## src/rtl/bitwise_reduce_pkg.sv

```systemverilog
// Shared types for the bitwise burst reducer: fold operators and FSM states.
// Latency: n/a (types only).
// Backpressure: n/a (types only).
package bitwise_reduce_pkg;

    // Fold operator. Encoding matches the 2-bit op port.
    typedef enum logic [1:0] {
        OP_AND  = 2'b00,
        OP_OR   = 2'b01,
        OP_XOR  = 2'b10,
        OP_NAND = 2'b11
    } op_e;

    // Burst lifecycle: waiting, folding, discarding excess beats, holding a result.
    typedef enum logic [1:0] {
        S_IDLE  = 2'b00,
        S_ACC   = 2'b01,
        S_DRAIN = 2'b10,
        S_DONE  = 2'b11
    } state_e;

endpackage

```

## src/rtl/bitwise_op_unit.sv

```systemverilog
// Combinational bitwise fold of two words for the selected operator.
// Latency: zero cycles (pure combinational).
// Backpressure: none, no handshake.
module bitwise_op_unit
    import bitwise_reduce_pkg::*;
#(
    parameter int WIDTH = 8
) (
    input  op_e              op,
    input  logic [WIDTH-1:0] a,
    input  logic [WIDTH-1:0] b,
    output logic [WIDTH-1:0] y
);

    // NAND folds as AND; the final inversion is applied once on the result path.
    always_comb begin
        y = a & b;
        case (op)
            OP_OR:   y = a | b;
            OP_XOR:  y = a ^ b;
            default: y = a & b;
        endcase
    end

endmodule

```

## src/rtl/bitwise_reduce_acc.sv

```systemverilog
// Folds a valid/ready burst of WIDTH-bit beats into one word (AND/OR/XOR/NAND), with beat count and overflow.
// Latency: result valid the cycle after the in_last handshake; one burst in flight at a time.
// Backpressure: in_ready drops while a result waits; the result holds stable until out_ready.
module bitwise_reduce_acc
    import bitwise_reduce_pkg::*;
#(
    parameter int  WIDTH     = 8,
    parameter int  MAX_BEATS = 16,
    localparam int CW        = $clog2(MAX_BEATS + 1)
) (
    input  logic             clk,
    input  logic             rst,
    input  logic [1:0]       op,
    input  logic             in_valid,
    output logic             in_ready,
    input  logic [WIDTH-1:0] in_data,
    input  logic             in_last,
    output logic             out_valid,
    input  logic             out_ready,
    output logic [WIDTH-1:0] out_data,
    output logic [CW-1:0]    out_beats,
    output logic             out_overflow
);

    localparam logic [CW-1:0] MAX_CNT = CW'(MAX_BEATS);
    localparam logic [CW-1:0] ONE_CNT = CW'(1);

    state_e           state_q, state_d;
    logic [WIDTH-1:0] acc_q, acc_d;
    logic [CW-1:0]    count_q, count_d;
    op_e              op_q, op_d;
    logic             ovf_q, ovf_d;

    logic             accept;
    logic [WIDTH-1:0] fold;
    logic [CW-1:0]    count_inc;

    assign accept    = in_valid & in_ready;
    // Only used from ACC, where count_q < MAX_BEATS, so this never wraps.
    assign count_inc = count_q + ONE_CNT;

    bitwise_op_unit #(
        .WIDTH (WIDTH)
    ) u_op (
        .op (op_q),
        .a  (acc_q),
        .b  (in_data),
        .y  (fold)
    );

    // State and datapath registers; reset discards any partial or pending result.
    always_ff @(posedge clk or posedge rst) begin
        if (rst) begin
            state_q <= S_IDLE;
            acc_q   <= '0;
            count_q <= '0;
            op_q    <= OP_AND;
            ovf_q   <= 1'b0;
        end else begin
            state_q <= state_d;
            acc_q   <= acc_d;
            count_q <= count_d;
            op_q    <= op_d;
            ovf_q   <= ovf_d;
        end
    end

    // Next-state and datapath update; the last beat always wins over the overflow check.
    always_comb begin
        state_d = state_q;
        acc_d   = acc_q;
        count_d = count_q;
        op_d    = op_q;
        ovf_d   = ovf_q;
        case (state_q)
            S_IDLE: begin
                if (accept) begin
                    op_d    = op_e'(op);
                    acc_d   = in_data;
                    count_d = ONE_CNT;
                    ovf_d   = 1'b0;
                    if (in_last) begin
                        state_d = S_DONE;
                    end else if (ONE_CNT == MAX_CNT) begin
                        state_d = S_DRAIN;
                        ovf_d   = 1'b1;
                    end else begin
                        state_d = S_ACC;
                    end
                end
            end
            S_ACC: begin
                if (accept) begin
                    acc_d   = fold;
                    count_d = count_inc;
                    if (in_last) begin
                        state_d = S_DONE;
                    end else if (count_inc == MAX_CNT) begin
                        state_d = S_DRAIN;
                        ovf_d   = 1'b1;
                    end
                end
            end
            S_DRAIN: begin
                if (accept && in_last) begin
                    state_d = S_DONE;
                end
            end
            S_DONE: begin
                if (out_ready) begin
                    state_d = S_IDLE;
                end
            end
            default: state_d = S_IDLE;
        endcase
    end

    assign in_ready     = (state_q != S_DONE);
    assign out_valid    = (state_q == S_DONE);
    assign out_data     = out_valid ? ((op_q == OP_NAND) ? ~acc_q : acc_q) : '0;
    assign out_beats    = out_valid ? count_q : '0;
    assign out_overflow = out_valid & ovf_q;

endmodule

```

## config.mk

```make
export PLATFORM = sky130hd
export DESIGN_NAME = bitwise_reduce_acc
export DESIGN_NICKNAME = d
export VERILOG_FILES = /design/src/rtl/bitwise_reduce_pkg.sv /design/src/rtl/bitwise_op_unit.sv /design/src/rtl/bitwise_reduce_acc.sv
export SDC_FILE = /design/constraint.sdc
export NUM_CORES = 1
export LEC_CHECK = 0
export ABC_CLOCK_PERIOD_IN_PS = 4550
export BUFFER_PORTS_ARGS = -buffer_cell sky130_fd_sc_hd__buf_2
export CAP_MARGIN = 20
export CORE_MARGIN = 10
export CORE_UTILIZATION = 50
export DETAILED_ROUTE_END_ITERATION = 8
export GPL_ROUTABILITY_DRIVEN = 0
export MAX_ROUTING_LAYER = met4
export PLACE_DENSITY = 0.77
export SYNTH_ARGS = -nofsm -noshare
export SYNTH_HDL_FRONTEND = slang
export SYNTH_SLANG_ARGS = --single-unit
export TNS_END_PERCENT = 30
```

## constraint.sdc

```tcl
create_clock -name clk -period 4.55 [get_ports clk]
set_input_delay 0.2275 -clock clk [delete_from_list [all_inputs] [get_ports clk]]
set_output_delay 0.2275 -clock clk [all_outputs]
set_load 0.01 [all_outputs]
```

# Yosys cells after proc, flatten, opt, wreduce, memory -nomap -nowiden
# Cells that the tools add are included.
dict set report classes {
  muxes 23
  n_reduce_logical 7
  addsub 1
  eq_ne 15
  bitwise 6
}
# cell count
set ops {}
lappend ops {{2-to-1 mux 8 bit} 4}
lappend ops {{case mux 8 bit (2 select lines)} 2}
lappend ops {{2-to-1 mux 5 bit} 3}
lappend ops {{2-to-1 mux 2 bit} 7}
lappend ops {{!= test 2 bit, second input constant} 6}
lappend ops {{case mux 5 bit (2 select lines)} 1}
lappend ops {{AND reduction 5 bit} 2}
lappend ops {{bitwise AND 8 bit} 1}
lappend ops {{equality test 2 bit, second input constant} 4}
lappend ops {{inverter 8 bit} 1}
lappend ops {{OR 8 bit} 1}
lappend ops {{case mux 2 bit (4 select lines)} 1}
lappend ops {{bitwise XOR 8 bit} 1}
lappend ops {{adder 5 x 1 -> 5 bit, second input constant} 1}
lappend ops {{equality test 5 bit, second input constant} 1}
lappend ops {{equality test 2 x 1 -> 1 bit, second input constant} 2}
lappend ops {{2-to-1 mux 1 bit} 4}
lappend ops {{!= test 3 bit, second input constant} 1}
lappend ops {{AND reduction 3 bit} 1}
lappend ops {{bitwise AND 1 bit} 2}
lappend ops {{logical NOT 2 bit} 1}
lappend ops {{!= test 2 x 1 -> 1 bit, second input constant} 1}
lappend ops {{case mux 1 bit (2 select lines)} 1}
lappend ops {{AND reduction 2 bit} 1}
lappend ops {{2 further kinds} 2}
dict set report word_totals {
  output_inout_bits 16
  word_cells 57
  register_bits 18
}

# Depth between registers and ports, before layout
dict set report depth {
  word_depth 6
  mapped_depth 8
  depth_no_buf 7
}

# Modules after synthesis
# A second synthesis with hierarchy kept.
dict set report unflattened {
  hier_cells 193
  hier_area_um2 1611.5
}
# module cells_per_inst seq_area_each_um2 n_inst area_each_um2
set modules_own_cells {}
lappend modules_own_cells {bitwise_reduce_acc 123 450.4 1 1129.8}
lappend modules_own_cells {bitwise_op_unit 70 0.0 1 481.7}

# Least setup slack after synthesis
# Ideal clock, no wire load.
dict set report synth_timing {
  path_type {reg2reg}
  startpoint {register state_q[0]}
  endpoint {register state_q[0]}
  path_stages_with_launch 7
  n_path_buf 0
  path_slack_ns 3.019
  t_required_ns 4.423
  synth_period_minus_slack_ns 1.531
  t_arrival_ns 1.404
  setup_time_ns 0.127
  cell_sequence {dfrtp_1 ha_1 and2b_4 nand2_1 a22oi_2 and2_4 a21oi_2}
}
# element line_no
set synth_rtl {}
lappend synth_rtl {{start, declared} bitwise_reduce_acc.sv:28} ;# state_e state_q, state_d;
lappend synth_rtl {{start signal, assigned} bitwise_reduce_acc.sv:60} ;# state_q <= state_d;
lappend synth_rtl {{equality test 2 bit (*)} --}
lappend synth_rtl {{net out_valid} bitwise_reduce_acc.sv:18} ;# output logic out_valid,
lappend synth_rtl {{!= test 2 x 1 -> 1 bit (no line)} --}
lappend synth_rtl {{AND reduction 5 bit (no line)} --}
# Mark *: on every way through the listed nets, which the timed path passes. The rest lies on a longest branch.
# A chain may end at the register's enable or synchronous reset.

# Worst setup path after layout
dict set report layout_timing {
  startpoint {register state_q[1]}
  endpoint {register state_q[0]}
}
dict set report layout_between {
  elab_chain_cells 5
}
# element line_no
set layout_lines {}
lappend layout_lines {{!= test 2 bit} bitwise_reduce_acc.sv:118} ;# assign in_ready = (state_q != S_DONE);
lappend layout_lines {{bitwise AND 1 bit} bitwise_reduce_acc.sv:38} ;# assign accept = in_valid & in_ready;
lappend layout_lines {{logical AND 1 bit} bitwise_reduce_acc.sv:105} ;# if (accept && in_last) begin
lappend layout_lines {{!= test 2 bit (no line)} --}
lappend layout_lines {{AND reduction 5 bit (no line)} --}
# Parallel ways exist; a longest one is shown, timed or not.

==> results.cfg <==
[layout]
seq_area_um2 = 450
n_antenna_cell = 0
nets = 267
final_cells = 269
fillers = 304
multi_input_area_um2 = 1030
finalInstanceArea_um2 = 1830
drive_gt1_share_pct = 21.8
area_delta_synth_final_pct = 10.5

[timing]
fin_tns_setup_ns = 0
finalHoldViolCount = 0
setup_ws_ns = 2.59
max_freq_mhz = 510
maxSlewViolCount = 0
finalCritPeriodShare_pct = 43.1
worstMarginPinSlew_ns = 0.698
maxSlewHeadroom_pct = 53.4
skew_ns = 0.000697
grt_setup_unrepaired = false
setup_violations = 0
min_period_ns = 1.96

[synth]
syn_avg_cell_area_um2 = 8.23
syn-num-nets = 241
ys.flop_type = dfrtp_1
seq_area_frac_synth_pct = 27.2
synth_edf_count = 0
synth_seq_cells = 18
syn_inst = 201
synth_area_um2 = 1650
synth_cell_types = 37
synthArstFlopShare_pct = 100
yosys_warnings = 0

[drt]
drcViolationCount = 0
wl_per_cell_um = 13.1
first_pass_iters = 4
via_per_inst = 5.10
first_iter_violations = 74
num_vias = 1372
wl_um = 3520
ant_nets = 0

[clock_tree]
numCtsBuffers = 3
cts_max_level = 1
cts-root-buf = clkbuf_4
cts.path.max_buffers = 2
clkSinkCount = 18
cts.clk_slew.worst_paths_ns = 0.10
clock_latency_ns = 0.29
cts_hold_buf = 0
cts_tree = done
ctsResizeCount = 0
cts_setup_buffers = 0

[critical_path]
crit_path_end_kind = flop
required_ns = 4.73
r2r_start = state_q[1]
rr_worst_depth = 7
crit_type = reg2reg
critPathLaunchType = flop
cp.arrival_ns = 2.14
crit_start = state_q[1]
cp_max_fo = 18

[placed_design]
placed_area_um2 = 1810
dp_cells = 266
port_buffers = 30
dp_hpwl_um = 2780
dp_worst_setup_slack_ns = 2.61

[floorplanning]
die_h_um = 77.5
ios = 31
fp-row-count = 20
die_w_um = 77.5
core_area_um2 = 3100
start_util_pct = 53.3
die_area_um2 = 6010

[power_and_ir_drop]
p_sw_share_pct = 49.1
seqPwrFrac_pct = 28.4
power.internal_uw = 562
leakage_nw = 0.949
p_sw_uw = 541
p_clk_share_pct = 7.1
p_per_area_nw_per_um2 = 603
p_comb_share_pct = 64.5
ir_worst_vdd_uv = 339
total_power_mw = 1.10

[grt]
grt.total_usage_pct = 12.6
antenna_found_initial = 0
overflow = 0
grt_pass1_wl_um = 6250
grt_pass1_vias = 1355
grt_max_degree = 19

[status]
status = finished clean

[job]
max-cap-violations = 0

[hold_path]
hp-class = in2async
[Yosys cell counts, types with 2 or more instances]
cell / count / area [µm²]
and2_1: 5 / 31.3
ha_1: 25 / 313
dfrtp_1: 18 / 450
inv_1: 30 / 113
a21oi_2: 3 / 26.3
mux2_2: 2 / 22.5
nor2_1: 10 / 37.5
buf_2: 7 / 35.0
mux2i_1: 2 / 20.0
nand3_1: 2 / 10.0
nand2_1: 24 / 90.1
a22oi_1: 12 / 90.1
a22o_1: 2 / 17.5
o21ai_0: 18 / 90.1
nor3_1: 2 / 10.0
xnor2_1: 8 / 70.1
a21oi_1: 5 / 25.0
nor2b_1: 2 / 12.5
and3_1: 4 / 25.0
o21ai_2: 3 / 26.3
[final cells by class]
class / instances / share of cell area [%]
Sequential cell: 18 / 24.6
Tap cell: 44 / 3.01
Multi-Input combinational cell: 143 / 56.5
Timing Repair Buffer: 30 / 8.21
Inverter: 31 / 6.37
Clock buffer: 3 / 1.23
[cell families (layout without fill, tap and decap cells)]
| logic type | after synthesis | count (layout) | synth area share [%] |
|---|---|---|---|
| AOI/OAI and AO/OA | 51 | 51 | 20.7 |
| buffers and inverters | 40 | 64 | 10.3 |
| xor gates and xnor gates | 8 | 8 | 4.24 |
| DFF | 18 | 18 | 27.2 |
| and+or+nand+nor | 55 | 55 | 16.0 |
| adders and majority gates | 25 | 25 | 18.9 |
| muxes | 4 | 4 | 2.57 |
[power by group through the flow]
stage                     Sequential [mW]  Combinational [mW]  Clock, mW
final                               0.313               0.711     0.0783
after floorplan                     0.289               0.578          0
after global routing                0.326               0.825     0.0900
after CTS                           0.313               0.724     0.0833
after detailed placement            0.315               0.722          0
after global placement              0.311               0.702          0
[metal layers]
metal | part of all wire [%] | track usage (%)
met5 | 0 | -
met4 | 0.45 | 4.01
met3 | 5.2 | 3.34
met2 | 47 | 19.6
met1 | 48 | 15.5
[worst paths after layout]
| check | to | slack [ns] |
|---|---|---|
| worst max-delay path | state_q[0] | 2.59 |
| worst min-delay path | count_q[1] | 0.03 |
| worst max register to register | state_q[0] | 2.59 |
| worst min register to register | ovf_q | 0.52 |
| max in group asynchronous | acc_q[1] | 4.08 |
| min in group clk | op_q[1] | 0.16 |
[state kept, by name (all words and copies together) (netlist names)]
signal	flops
state_q	2
ovf_q	1
count_q	5
op_q	2
acc_q	8
[cell usage in the layout, fill, tap and decap left out, types with 2 or more instances in the layout]
master,n
nand2_1,24
and2_1,5
a22oi_1,12
a22o_1,2
nand3_1,2
nor2_1,10
nor2b_1,2
a21oi_2,3
a21oi_1,5
nor3_1,2
o21ai_0,18
clkbuf_4,3
o21ai_2,3
xnor2_1,8
ha_1,25
and3_1,4
mux2_2,2
buf_2,30
mux2i_1,2
inv_1,30
dfrtp_1,18
[worst max-delay path, cell delays in order (launching register included)]
cell and delay (ns):
dfrtp_1 0.43, inv_1 0.11, ha_1 0.58, inv_1 0.21, nor2_1 0.17, o21ai_2 0.08, a31oi_1 0.21, a21oi_2 0.04
[metrics by stage]
step	util (%)	hold WS, ns
2_1_floorplan	-	0.166
3_3_place_gp	58.2	0.380
3_5_place_dp	58.2	0.377
4_1_cts	58.9	0.0444
5_1_grt	58.9	0.0703
6_report	58.9	0.0304
Power figures use the tool's default switching activity.
